### config.mk
export PLATFORM = sky130hd
export DESIGN_NAME = alarm_bank
export DESIGN_NICKNAME = d
export VERILOG_FILES = /design/src/rtl/alarm_pkg.sv /design/src/rtl/alarm_chan.sv /design/src/rtl/alarm_bank.sv
export SDC_FILE = /design/constraint.sdc
export NUM_CORES = 1
export LEC_CHECK = 0
export CAP_MARGIN = 20
export CORE_MARGIN = 10
export CORE_UTILIZATION = 30
export DETAILED_ROUTE_END_ITERATION = 10
export SLEW_MARGIN = 0
export SYNTH_ARGS = -nofsm -noshare
export SYNTH_HDL_FRONTEND = slang
export SYNTH_SLANG_ARGS = --single-unit
### constraint.sdc
create_clock -name clk_i -period 3.4 [get_ports clk_i]
set_clock_uncertainty 0.15 [all_clocks]
set_input_delay 0.85 -clock clk_i [delete_from_list [all_inputs] [get_ports clk_i]]
set_output_delay 0.85 -clock clk_i [all_outputs]
set_load 0.05 [all_outputs]
### src/rtl/alarm_pkg.sv
// Shared types and constants for the multi-channel alarm scheduler.
// The optional auto-snooze behaviour is selected with ALARM_BANK_AUTO_SNOOZE_EN.
package alarm_pkg;

  localparam int SEC_PER_DAY = 86400;
  localparam int SEC_W       = 17;

  typedef enum logic [1:0] {
    DISABLED,
    ARMED,
    RINGING,
    SNOOZED
  } alarm_state_t;

  localparam logic [1:0] SHOW_DEFAULT = 2'd0;
  localparam logic [1:0] SHOW_TIME    = 2'd1;
  localparam logic [1:0] SHOW_ALARM   = 2'd2;

  function automatic int max2(input int a, input int b);
    return (a > b) ? a : b;
  endfunction

endpackage

### src/rtl/alarm_chan.sv
// One alarm channel: configuration registers plus the ring/snooze state machine.
// Ring timeout behaviour depends on ALARM_BANK_AUTO_SNOOZE_EN.
module alarm_chan
  import alarm_pkg::*;
#(
  parameter int RING_SEC   = 10,
  parameter int SNOOZE_SEC = 5,
  parameter int MAX_SNOOZE = 3
) (
  input  logic             clk_i,
  input  logic             rst_i,
  input  logic             tick_i,
  input  logic [SEC_W-1:0] cur_sec_i,
  input  logic             wr_i,
  input  logic [SEC_W-1:0] set_sec_i,
  input  logic             set_en_i,
  input  logic             off_i,
  input  logic             snooze_i,
  output logic             ring_o
);

  localparam int CNT_W = $clog2(max2(RING_SEC, SNOOZE_SEC) + 1);
  localparam int SNZ_W = (MAX_SNOOZE > 0) ? $clog2(MAX_SNOOZE + 1) : 1;

  localparam logic [CNT_W-1:0] RING_LD   = CNT_W'(RING_SEC);
  localparam logic [CNT_W-1:0] SNOOZE_LD = CNT_W'(SNOOZE_SEC);
  localparam logic [SNZ_W-1:0] SNZ_MAX   = SNZ_W'(MAX_SNOOZE);

  alarm_state_t     state;
  logic [SEC_W-1:0] alarm_sec;
  logic [CNT_W-1:0] ring_cnt;
  logic [SNZ_W-1:0] snz_num;
  logic             snz_ok;

  assign snz_ok = (snz_num < SNZ_MAX);
  assign ring_o = (state == RINGING);

  // NOTE: every register here is written with <= so all channels see the
  // pre-edge value of each other's state, regardless of statement order.
  always_ff @(posedge clk_i) begin
    if (rst_i) begin
      state     <= DISABLED;
      alarm_sec <= '0;
      ring_cnt  <= '0;
      snz_num   <= '0;
    end else if (wr_i) begin
      // A config write overrides any ring or snooze in progress.
      alarm_sec <= set_sec_i;
      state     <= set_en_i ? ARMED : DISABLED;
      ring_cnt  <= '0;
      snz_num   <= '0;
    end else begin
      case (state)
        ARMED: begin
          if (tick_i && (cur_sec_i == alarm_sec)) begin
            state    <= RINGING;
            ring_cnt <= RING_LD;
          end
        end
        RINGING: begin
          if (off_i) begin
            state    <= ARMED;
            ring_cnt <= '0;
            snz_num  <= '0;
          end else if (snooze_i) begin
            if (snz_ok) begin
              state    <= SNOOZED;
              ring_cnt <= SNOOZE_LD;
              snz_num  <= snz_num + SNZ_W'(1);
            end else begin
              state    <= ARMED;
              ring_cnt <= '0;
              snz_num  <= '0;
            end
          end else if (tick_i) begin
            if (ring_cnt == CNT_W'(1)) begin
`ifdef ALARM_BANK_AUTO_SNOOZE_EN
              if (snz_ok) begin
                state    <= SNOOZED;
                ring_cnt <= SNOOZE_LD;
                snz_num  <= snz_num + SNZ_W'(1);
              end else begin
                state    <= ARMED;
                ring_cnt <= '0;
                snz_num  <= '0;
              end
`else
              state    <= ARMED;
              ring_cnt <= '0;
              snz_num  <= '0;
`endif
            end else begin
              ring_cnt <= ring_cnt - CNT_W'(1);
            end
          end
        end
        SNOOZED: begin
          if (tick_i) begin
            if (ring_cnt == CNT_W'(1)) begin
              state    <= RINGING;
              ring_cnt <= RING_LD;
            end else begin
              ring_cnt <= ring_cnt - CNT_W'(1);
            end
          end
        end
        default: ;
      endcase
    end
  end

endmodule

### src/rtl/alarm_bank.sv
// CH-channel alarm scheduler: channel array, lowest-index priority encoder,
// strobe routing to the active channel and VGA show-mode select.
module alarm_bank
  import alarm_pkg::*;
#(
  parameter int CH         = 7,
  parameter int RING_SEC   = 10,
  parameter int SNOOZE_SEC = 5,
  parameter int MAX_SNOOZE = 3,
  localparam int IDX_W     = (CH > 1) ? $clog2(CH) : 1
) (
  input  logic             clk_i,
  input  logic             rst_i,
  input  logic             tick_i,
  input  logic [SEC_W-1:0] cur_sec_i,
  input  logic             set_wr_i,
  input  logic [IDX_W-1:0] set_idx_i,
  input  logic [SEC_W-1:0] set_sec_i,
  input  logic             set_en_i,
  input  logic             off_stb_i,
  input  logic             snooze_stb_i,
  output logic [CH-1:0]    alarm_o,
  output logic             active_vld_o,
  output logic [IDX_W-1:0] active_idx_o,
  output logic [1:0]       show_mode_o
);

  logic             wr_ok;
  logic             enc_vld;
  logic [IDX_W-1:0] enc_idx;

  // Out-of-range index or time-of-day drops the whole write.
  assign wr_ok = set_wr_i && (32'(set_idx_i) < 32'(CH))
                          && (32'(set_sec_i) < 32'(SEC_PER_DAY));

  for (genvar i = 0; i < CH; i++) begin : g_chan
    logic sel;
    assign sel = active_vld_o && (active_idx_o == IDX_W'(i));

    alarm_chan #(
      .RING_SEC  (RING_SEC),
      .SNOOZE_SEC(SNOOZE_SEC),
      .MAX_SNOOZE(MAX_SNOOZE)
    ) u_chan (
      .clk_i    (clk_i),
      .rst_i    (rst_i),
      .tick_i   (tick_i),
      .cur_sec_i(cur_sec_i),
      .wr_i     (wr_ok && (set_idx_i == IDX_W'(i))),
      .set_sec_i(set_sec_i),
      .set_en_i (set_en_i),
      .off_i    (off_stb_i && sel),
      .snooze_i (snooze_stb_i && sel),
      .ring_o   (alarm_o[i])
    );
  end

  // NOTE: both outputs get a default before the loop so no latch is inferred
  // when no channel is ringing.
  always_comb begin
    enc_vld = 1'b0;
    enc_idx = '0;
    for (int i = CH - 1; i >= 0; i--) begin
      if (alarm_o[i]) begin
        enc_vld = 1'b1;
        enc_idx = IDX_W'(i);
      end
    end
  end

  always_ff @(posedge clk_i) begin
    if (rst_i) begin
      active_vld_o <= 1'b0;
      active_idx_o <= '0;
      show_mode_o  <= SHOW_TIME;
    end else begin
      active_vld_o <= enc_vld;
      active_idx_o <= enc_idx;
      show_mode_o  <= enc_vld ? SHOW_ALARM : SHOW_TIME;
    end
  end

endmodule
# Word-level counts from Yosys, hierarchy flattened
# Cells that the tools add are included.
# W data, S select, Z words.
# totals
output_inout_bits,13
reg_bits,181
wordCells,440
# classes
order_cmp,9
n_mux,183
n_eq_ne,103
add_sub_neg,14
n_reduce_logical,98
# ops
operator,count
$mux W2,101
$mux W4,49
$eq A17 B17 Y1,7
$pmux W4 S3,7
$ne A5 B2 Y1 const B,14
$reduce_bool A3 Y1,21
$ne A3 B1 Y1 const B,14
$pmux W2 S3,7
$reduce_and A6 Y1,7
$logic_and A1 B1 Y1,37
$mux W3,10
$eq A2 B2 Y1 const B,14
$eq A4 B1 Y1 const B,7
$ne A4 B2 Y1 const B,7
$reduce_and A4 Y1,7
$reduce_bool A4 Y1,7
$sub A4 B1 Y4 const B,7
$ne A3 B2 Y1 const B,7
$reduce_and A3 Y1,7
$eq A3 B3 Y1 const B,6
$lt A17 B17 Y1 const B,1
$reduce_or A2 Y1,8
$add A2 B1 Y2 const B,7
$eq A2 B1 Y1 const B,7
10 further kinds,41

# Logic depth before layout (Yosys ltp)
# logic_depth
depth_word,9
depth_mapped,9

# Cells and area by module
# From an unflattened synthesis, not the netlist that was laid out.
# unflattened
hier_cells,1113
area_unflattened_um2,9855.7
# modules_own_cells
mod,instances,seq_area_each_um2,cells_per_inst,area_each_um2
alarm_chan at g_chan[0].u_chan ...,6,500.5,150,1343.8
alarm_chan at g_chan[6].u_chan,1,500.5,149,1343.8
alarm_bank,1,100.1,64,449.2

# Least setup slack after synthesis
# No wires, ideal clock.
# synth_path
kind,in2reg
start,in cur_sec_i[5]
end,reg g_chan[1].u_chan.ring_cnt[0]
setup_ns,0.115
slack_ns,0.598
arrival_time_ns,2.537
stages,7
cell_sequence,clkbuf_1 > xnor2_1 > nand4_1 > or4_1 > o21ai_1 > o32ai_1 > and2_1
# synth_between
elab_chain_len,4
# synth_rtl
element,line_no,source
start: declaration,alarm_bank.sv:15,"input logic [SEC_W-1:0] cur_sec_i,"
$eq A17 B17 Y1,alarm_chan.sv:55,if (tick_i && (cur_sec_i == alarm_sec)) begin
$logic_and A1 B1 Y1,alarm_chan.sv:55,
$ne A2 B1 Y1 (no source line),n/a,
$reduce_and A4 Y1 (no source line),n/a,
end signal: assignment,alarm_chan.sv:93,ring_cnt <= ring_cnt - CNT_W'(1);
end signal: assignment,alarm_chan.sv:103,ring_cnt <= ring_cnt - CNT_W'(1);
end: declaration,alarm_chan.sv:31,logic [CNT_W-1:0] ring_cnt;
# Every way passes these cells.
# A chain may end at the register's enable or synchronous reset.

# Worst setup path in the final report
# layout_path
start,reg g_chan[1].u_chan.state[1]
end,out alarm_o[1]
# layout_between
elab_chain_len,1
# layout_rtl
element,line_no,source
start: declaration,alarm_chan.sv:29,alarm_state_t state;
start signal: assignment,alarm_chan.sv:49,state <= set_en_i ? ARMED : DISABLED;
$eq A2 B2 Y1,alarm_chan.sv:36,assign ring_o = (state == RINGING);
end: declaration,alarm_bank.sv:22,"output logic [CH-1:0] alarm_o,"
# Every way passes these cells.

==> results.txt <==
The number of vias per cell is about 5. After detailed routing, the average wire length per cell comes to 17.9 um. The minimum setup slack in the final design is between 0.2 and 0.3 ns.

The routability-driven placement congestion ratio came out at 0.846. The insertion delay of the later-clocked pin in the worst-skew pair came out at 0.45 ns. Summing every instance area after synthesis gives 9680 um2. The growth of design area from synthesis to finish is 22.1%.

The number of fill cells in the layout is approximately 3.2k. The proportion of register bits with asynchronous set or reset after synthesis came out at 0%. The number of sinks driven by the clock tree came out at 180.

The minimum period implied by the final worst setup slack came out at 3.13 ns. After clock tree synthesis, the clock-pin slew on the worst setup and hold paths is 0.08 ns. The setup total negative slack came out at 0 ns. At the end of the flow the core is filled with cells to 37.3%. The critical path goes through nor2b_1 -> clkdlybuf4s50_1. The area of the placeable core is 31700 um2. The share of final-layout standard cells stronger than drive strength 1 is about an eighth.

For this run, the register share of the synthesized area comes to 37.2%. In the final design database the tool counted 1259 nets. The worst-case headroom to the max-slew limit came out at between 50% and 60%.

The number of warnings printed during yosys synthesis came out at 0. In this run the tool buffered the top-level ports with 56 buffer cells. The die is 200 um tall.

Once detail routing completed, the nets flagged for antenna violations numbered 0. The number of distinct standard cells referenced by the synthesized netlist is 64. The largest stage delay on the critical path came out at 0.87 ns. The number of buffers and inverters on the critical path is 1.

In this run, post-CTS repair resized a total of 0 instances. The number of rows in the core area came out at 65. The area enclosed by the die boundary is 39900 um2.

The worst endpoint data arrival time is approximately 2.1 ns. The run finished with clean final reports. The TritonCTS clock tree is done.

Of all nets on the critical path, the largest fanout is 8. The top cell type by total area after synthesis is dfxtp_1. For this run, the top clock speed supported by timing is 0.319 GHz. The depth of the CTS H-tree is 4. STA classifies the critical path endpoint as a primary output. For this design, the slowest cell found on the critical path is clkdlybuf4s50_1. The final max-slew violation count came to 0.

The critical hold path startpoint is g_chan[4].u_chan.snz_num[1]. Among all flip-flop cells after synthesis, the most frequent one is dfxtp_1. The routed layout has 8157 vias.

Among cell families on the critical path, the largest total delay comes from buffers and inverters. Synthesis produced a netlist with a net count of 1183. The wire length of the first global-routing pass came out at 44700 um. The cell depth of the worst hold path is 2. The flop-to-flop setup slack came out at between 0.9 and 1 ns. The worst reg-to-reg path cell count is 6.

The number of antenna violations at the first check in global routing came out at 0. The path with the worst hold slack has its endpoint at g_chan[4].u_chan.snz_num[1]. By area the synthesized netlist is led by dfxtp_1 37%, mux2i_1 13%, nor2_1 6.8%. In this run, synthesis inferred 0 flip-flops with an integrated enable. The number of cells produced by synthesis is about 1.1k. The max-cap violation count came out at 0. In this run the deepest clock path goes through 2 buffers.

The portion of the clock cycle consumed by the worst path in the final layout is around 92%. Setup violations remaining at the end of the flow were counted as 0. The sum of net half-perimeters after detailed placement is 21100 um. The synthesized area per cell is 8.66 um2. The path type of the worst min-delay path is flop to flop. The category of the worst setup path launch point is a flop. The die extent in x is 200 um.

The repair_antennas step left the layout with diodes totalling 0. The number of buffers inserted to repair setup after CTS came out at 0. The top-level I/O count is 57. The via count of the first global-routing pass is 7826. The number of DRC markers in iteration 0 came out at roughly 490.

The power per cell area is 394 nW/um2. Setup repair after global routing left no endpoint under its margin. The routed design has 28800 um of wire. The standby leakage power is 4.60 nW. The maximum number of pins on one net before global-route repair is 68. The starting utilization of the core area is a little over 30%.

In this run the critical register-to-register path is captured at g_chan[3].u_chan.state[0]. The required time at the worst-slack endpoint is 2.40 ns. IR analysis of the VDD net gives a maximum drop of 0.342 mV. At the pin with the least slew margin, the transition time is 0.747 ns.

Clock tree synthesis selected as its root buffer the cell clkbuf_16. The number of search-and-repair iterations in the first detailed-routing pass came out at 7. The final-report hold violation count came out at 0. Counting flops and latches in the post-synthesis netlist gives 180.

After detailed routing, the number of remaining DRC violations is 0. For this run the aggregate overflow at the end of global routing stands at 0. In this run the critical register-to-register path is launched from show_mode_o[1]. The worst setup slack before clock tree synthesis came out at 0.0285 ns.

The type of the worst setup path is flop to primary output. The number of clock buffers added by TritonCTS is 17. The proportion of netlist area held by the largest area contributor is between 30% and 40%. The power after layout is approximately 0.0047 W.

The global-route total usage across every layer is 14.5%. The number of buffers inserted by hold repair at cts is 0.
## per-stage QoR
stage,cells,instance area [um2],hold WS [ns]
detailed placement,1577,11200,0.295
CTS,1609,11800,0.306
floorplan,1118,9680,0.285
global placement,1577,11200,0.294
global route,1609,11800,0.336
finish,1609,11800,0.304
## power by group
| group | internal (W) | total, W | switching, W |
|---|---|---|---|
| Clock | 0.00106 | 0.00207 | 0.00101 |
| Combinational | 0.000196 | 0.000441 | 0.000245 |
| Sequential | 0.00213 | 0.00215 | 0.0000188 |
| Total | 0.00339 | 0.00466 | 0.00127 |
## worst max path at each step
stage	cells after the start	slack [ns]	start	end
detailed placement	7	0.03	set_sec_i[7]	g_chan[5].u_chan.alarm_sec[3]
global route	3	0.19	g_chan[0].u_chan.state[1]	alarm_o[0]
CTS	2	0.27	g_chan[1].u_chan.state[1]	alarm_o[1]
finish	2	0.27	g_chan[1].u_chan.state[1]	alarm_o[1]
global placement	7	0.05	set_sec_i[7]	g_chan[6].u_chan.ring_cnt[3]
floorplan	7	0.60	cur_sec_i[5]	g_chan[1].u_chan.ring_cnt[0]
## registers in the layout, summed over array words and instances, names as in the netlist
| name | cells |
|---|---|
| g_chan.u_chan.alarm_sec | 119 |
| active_idx_o | 3 |
| g_chan.u_chan.ring_cnt | 28 |
| g_chan.u_chan.state | 14 |
| g_chan.u_chan.snz_num | 14 |
| show_mode_o | 2 |
## routing by layer
layer  global-route usage [%]  vias to the layer above  wire length (um)
li1                         -                     4020                 -
met2                     23.3                      239             13400
met1                     19.6                     3876             13400
met3                     2.81                       22              1650
met4                     3.53                        0               357
met5                        0                        -                 0
## cell type report
cell class	instances	area, um2	share of cell area (%)
multi-input combinational	818	5580	47.2
sequential	180	3600	30.5
timing repair buffer	145	1400	11.8
tap	402	503	4.25
clock buffer	17	425	3.60
clock inverter	15	194	1.64
inverter	32	120	1.02
## logic make-up after synthesis
| kind of cell | after synthesis | synth area share (%) |
|---|---|---|
| compound gates | 144 | 10.1 |
| xor+xnor | 128 | 11.6 |
| fa+ha+maj | 21 | 2.71 |
| buf+inv | 120 | 5.43 |
| flops | 180 | 37.2 |
| mux | 124 | 12.8 |
| simple gates | 401 | 20.1 |
## cells in the final DEF (no fill, tap or decap), drive strengths merged, types with 7 or more instances in the layout
cell and n:
dfxtp 180, nor2 177, mux2i 123, buf 90, xor2 70, xnor2 58
clkdlybuf4s50 55, a21oi 47, nand2 42, inv 36, nor3 31, nand3 27
nor4 24, nand4 21, ha 21, o21ai 21, nand2b 18, clkbuf 17
o22ai 12, a211oi 12, or2 11, clkinv 9, nor3b 8, or3 8
nor2b 7, and3 7
## synth_stat cells, drive strengths merged (27+ instances only)
| cell type | n |
|---|---|
| dfxtp | 180 |
| nor2 | 177 |
| mux2i | 123 |
| xor2 | 70 |
| clkbuf | 61 |
| xnor2 | 58 |
| a21oi | 47 |
| nand2 | 42 |
| inv | 32 |
| nor3 | 31 |
| buf | 27 |
| nand3 | 27 |
## worst register-to-register path, stage by stage, from the launching register on
cell,delay [ns]
dfxtp_1,0.54
nor2b_1,0.64
a41oi_1,0.28
nor2_1,0.27
nand2b_1,0.15
a211o_1,0.33
o31ai_2,0.06
Power figures use the tool's default switching activity.
